`src/rtl/sn_ttl_pkg.sv`:
```
// Shared definitions for the behavioural TTL parts: mode-select encodings
// and the supply-pin check that gates every state change.
package sn_ttl_pkg;

   localparam logic [1:0] MODE_HOLD = 2'b00;
   localparam logic [1:0] MODE_SHR  = 2'b01;
   localparam logic [1:0] MODE_SHL  = 2'b10;
   localparam logic [1:0] MODE_LOAD = 2'b11;

   // The part is live only with VCC high and GND low.
   function automatic logic pwr_ok(input logic vcc, input logic gnd);
      return vcc & ~gnd;
   endfunction

endpackage

```
`src/rtl/sn74x194_param.sv`:
```
// WIDTH-bit universal shift register (hold / shift right / shift left / load)
// with synchronous clear, power-pin gating and serial cascade outputs.
module sn74x194_param
   import sn_ttl_pkg::*;
#(
   parameter int               WIDTH     = 4,
   parameter logic [WIDTH-1:0] CLR_VALUE = '0
) (
   input  logic             CLK,
   input  logic             CLR_N,
   input  logic             VCC,
   input  logic             GND,
   input  logic [1:0]       S,
   input  logic [WIDTH-1:0] D,
   input  logic             SR_IN,
   input  logic             SL_IN,
   output logic [WIDTH-1:0] Q,
   output logic [WIDTH-1:0] Q_N,
   output logic             SR_OUT,
   output logic             SL_OUT
);

   // Unpowered edges leave Q untouched, clear included. An X/Z on CLR_N or S
   // falls through to the default arms and poisons Q to flag floating pins.
   always_ff @(posedge CLK) begin
      if (pwr_ok(VCC, GND)) begin
         case (CLR_N)
            1'b0: Q <= CLR_VALUE;
            1'b1: begin
               case (S)
                  MODE_HOLD: Q <= Q;
                  MODE_SHR:  Q <= {SR_IN, Q[WIDTH-1:1]};
                  MODE_SHL:  Q <= {Q[WIDTH-2:0], SL_IN};
                  MODE_LOAD: Q <= D;
                  default:   Q <= 'x;
               endcase
            end
            default: Q <= 'x;
         endcase
      end
   end

   assign Q_N    = ~Q;
   assign SR_OUT = Q[0];
   assign SL_OUT = Q[WIDTH-1];

endmodule

```
`config.mk`:
```
export PLATFORM = sky130hd
export DESIGN_NAME = sn74x194_param
export DESIGN_NICKNAME = d
export VERILOG_FILES = /design/src/rtl/sn_ttl_pkg.sv /design/src/rtl/sn74x194_param.sv
export SDC_FILE = /design/constraint.sdc
export NUM_CORES = 1
export LEC_CHECK = 0
export ABC_AREA = 1
export BUFFER_PORTS_ARGS = -buffer_cell sky130_fd_sc_hd__buf_2
export CAP_MARGIN = 25
export CORE_AREA = 2 2 39 41
export DETAILED_ROUTE_END_ITERATION = 10
export DIE_AREA = 0 0 41 43
export PLACE_DENSITY = 0.47
export SETUP_SLACK_MARGIN = 0.05
export SKIP_CTS_REPAIR_TIMING = 1
export SLEW_MARGIN = 0
export SYNTH_ARGS = -nofsm -noshare
export SYNTH_HDL_FRONTEND = slang
export SYNTH_SLANG_ARGS = --single-unit
export TNS_END_PERCENT = 1
```
`constraint.sdc`:
```
create_clock -name CLK -period 1.7 [get_ports CLK]
set_clock_uncertainty 0.2 [all_clocks]
set_input_delay 0.085 -clock CLK [delete_from_list [all_inputs] [get_ports CLK]]
set_output_delay 0.085 -clock CLK [all_outputs]
set_load 0.01 [all_outputs]
```
After elaboration in Yosys (flattened, before gate mapping)
Index checks and enable logic that the tools add are counted.
- equality and inequality tests: 4
- multiplexer cells: 2
- bitwise logic cells: 4
- reductions and logical operators: 2
- operators with widths (operator ; count):
    4-bit one-hot mux with 3 select lines ; 1
    4-bit one-hot mux with 2 select lines ; 1
    2-bit == test, second input constant ; 2
    4-bit inverter ; 1
    2-bit by 1-bit == test with 1-bit output, second input constant ; 1
    2-bit logical NOT ; 1
    2-bit != test, second input constant ; 1
    1-bit inverter ; 2
    2-bit AND reduction ; 1
    1-bit AND ; 1
- register bits: 4
- bits of input ports: 12
- output and inout port bits: 10

Logic depth before layout (Yosys ltp)
- word-level depth: 3
- depth in mapped cells: 6
- gate-level depth less buffers: 5

Worst setup path after synthesis
Ideal clock, no wire load.
- kind: register to register
- start: reg Q[0]
- end: reg Q[1] (data pin)
- setup time: 0.249 ns
- arrival: 0.687 ns
- data required time: 1.251 ns
- slack: 0.564 ns
- stages on the path, launching flop included: 5
- path through: edfxtp_1 nand3_1 nand3_1 nand2_1 inv_1
- longest elaborated chain between the ends: 2
- RTL lines (what ; RTL line ; text):
    from (decl) ; sn74x194_param.sv:17 ; output logic [WIDTH-1:0] Q,
    from (signal assigned) ; sn74x194_param.sv:32 ; MODE_SHR: Q <= {SR_IN, Q[WIDTH-1:1]};
    from (signal assigned) ; sn74x194_param.sv:33 ; MODE_SHL: Q <= {Q[WIDTH-2:0], SL_IN};
    4-bit one-hot mux with 3 select lines ; sn74x194_param.sv:30 ; case (S)
    4-bit one-hot mux with 2 select lines ; sn74x194_param.sv:27 ; case (CLR_N)
Every way passes these cells.
A chain may end at the register's enable or synchronous reset.

Worst setup path in the final report
- start: in CLR_N
- end: reg Q[1] (enable)
- longest elaborated chain between the ends: 2
- RTL lines (what ; RTL line ; text):
    from (decl) ; sn74x194_param.sv:10 ; input logic CLR_N,
    2-bit != test (no line) ; -- ;
    2-bit AND reduction (no line) ; -- ;
Every way passes these cells.

==> flow_summary.yaml <==
drt:
  first_pass_iters: 3
  num_vias: 331
  viasPerCell: 4.244
  drtIter0Drc: 5
  drt-wirelength-per-cell_um: 9.167
  drc: 0
  postRouteAntennaNets: 0
  routed_wl_um: 715
critical_path:
  required_ns: 1.39
  cp_max_fo: 5
  start_kind: "input pin"
  cp_slowest_cell: "dlygate4sd3_1"
  r2r_end: "Q[0]"
  worstReg2RegStart: "Q[1]"
  crit_buf_inv: 2
  worstPathCellList: "dlygate4sd3_1 -> buf_2 -> a31oi_1"
  cp-end-kind: "flip-flop"
  crit_family: "buffers and inverters"
  r2r_slack_ns: 0.55
  crit_arrival_ns: 1.12
  rr_worst_depth: 4
  slowest_delay_ns: 0.53
  crit_type: "in2reg"
clock_tree:
  clk_path_buf_depth: 2
  cts.sinks: 4
  cts.clk_slew.worst_paths_ns: 0.04
  clock_latency_ns: 0.23
  cts_tree: "yes"
  cts-htree-levels: 1
  cts_root_buffer: "clkbuf_4"
  cts_buffers: 3
final_layout:
  reg.largest.list: "Q: 4 flops"
  drive_above_1_share: 0.4194
  fillers: 159
  antenna_cells: 0
  largest_register_ffs: 4
  finalNetCount: 76
  final_common_cell: "buf_2"
  syn2layout_area_growth_pct: 45.65
  fin_area_um2: 419.2
  regMostFlops: "Q"
  multi_input_area_um2: 100.1
  seq_area_um2: 120.1
  final_cell_mix: "21 x buf_2, 12 x nand3_1, 9 x inv_1, 9 x nand2_1, 4 x edfxtp_1"
logic_synthesis:
  synthXorXnorAreaFrac: 0
  synth_cells: 40
  yosys-top-cells-area: "edfxtp_1 42%, nand3_1 21%, inv_1 12%"
  synth_top_cell_by_area: "edfxtp_1"
  ys_ff_latch: 4
  muxShareOfSynthArea: 0
  yosysTopAreaCellShare: 0.4174
  synth_area_um2: 287.8
  synth_warnings: 0
  synth_cell_types: 8
  synth_top_family_by_area: "simple AND/OR/NAND/NOR gates"
  synthSimpleGateAreaFrac: 0.3261
  synthAdderAreaFrac: 0
  synth-seq-area-share: 0.4174
  avgSynthCellArea_um2: 7.194
  syn-num-nets: 52
  synth-compound-area-share: 0.02174
floorplan:
  start_util: 0.2080
  fp-row-count: 14
  die_height_um: 43
  die-width_um: 41
  die-area_um2: 1763
  ios: 22
  core_um2: 1384
global_route:
  first_global_vias: 302
  groute.usage.overall: 0.09697
  grt_max_degree: 10
  grt_pass1_wl_um: 1117
  antenna_found_initial: 0
  grt-ovfl-total: 0
pwr:
  power_leakage_nw: 0.2503
  p_total_w: 0.0002965
  irDropWorstVdd_mv: 0.2448
  power.density_cell_area_nw_per_um2: 707.4
timing:
  slew_viol_final: 0
  layout_setup_ws_ns: 0.2618
  rsz0062_at_grt: "no"
  max_freq_mhz: 695.3
  relSlewSlack: 0.7247
  setup_violations: 0
  hold_viol: 0
  finalCritPeriodShare: 0.8460
  tightest_slew_ns: 0.4110
  period_needed_ns: 1.438
  tns_ns: 0
  whs_ns: 0.04929
run:
  max-cap-violations: 0
run_status:
  status: "complete, no violations"
worst_hold_path:
  worstHoldEndpoint: "Q[3]"
  min_from: "SR_IN"
  min_path_type: "in2reg"
  min_path_cells: 5
placed_design:
  place_ws_ns: 0.4784
  dp_hpwl_um: 569.6
  gp_congestion: 0.6520
  portBuffers: 21
  placed_area_um2: 386.6
[through the flow]
step / instances / util
4_1_cts: 77 / 0.2957
5_1_grt: 78 / 0.3029
3_5_place_dp: 74 / 0.2794
3_3_place_gp: 74 / 0.2794
2_1_floorplan: 40 / -
6_report: 78 / 0.3029
[tightest hold or removal path, stage by stage]
cell     delay [ns]
buf_2          0.08
nand2_1        0.04
nand3_1        0.07
nand2_1        0.05
inv_1          0.05
[layout make-up]
cell class	count	share of cell area
well taps	16	0.04776
repair buffers	22	0.2746
multi-input cells	22	0.2388
flip-flops and latches	4	0.2866
inverters	11	0.09851
clock buffers	3	0.05373
[cell usage after synthesis]
library cell and instances:
buf_6 1, inv_2 2, nand2_1 9, a31oi_1 1, edfxtp_1 4, inv_1 9
nand3_1 12, buf_4 2
[cells by family after synthesis]
| kind of cell | after synthesis |
|---|---|
| AND/OR/NAND/NOR | 21 |
| buffers and inverters | 14 |
| flip-flops | 4 |
| AO/OA/AOI/OAI | 1 |
[power breakdown]
part           internal, W  leakage (nW)  switching [W]
sequential        0.000115        0.0383     0.00000426
combinational    0.0000266         0.198      0.0000320
clock            0.0000790        0.0138      0.0000392
[metal layers]
layer | wire length [um] | track usage
met1 | 293 | 0.09508
met2 | 351 | 0.1531
met3 | 71 | 0.03141
met4 | 0 | 0.08000
met5 | 0 | 0
[how the worst max path moves through the flow]
stage                      from  endpoint  slack (ns)  depth (start not counted)
final                     CLR_N      Q[1]        0.26                          3
after floorplan            Q[0]      Q[1]        0.56                          4
after CTS                  Q[1]      Q[0]        0.54                          4
after global routing      CLR_N      Q[1]        0.16                          3
after global placement     S[1]      Q[0]        0.43                          3
after detailed placement   S[1]      Q[0]        0.48                          3
No activity file was read; power rests on OpenSTA's default activity.
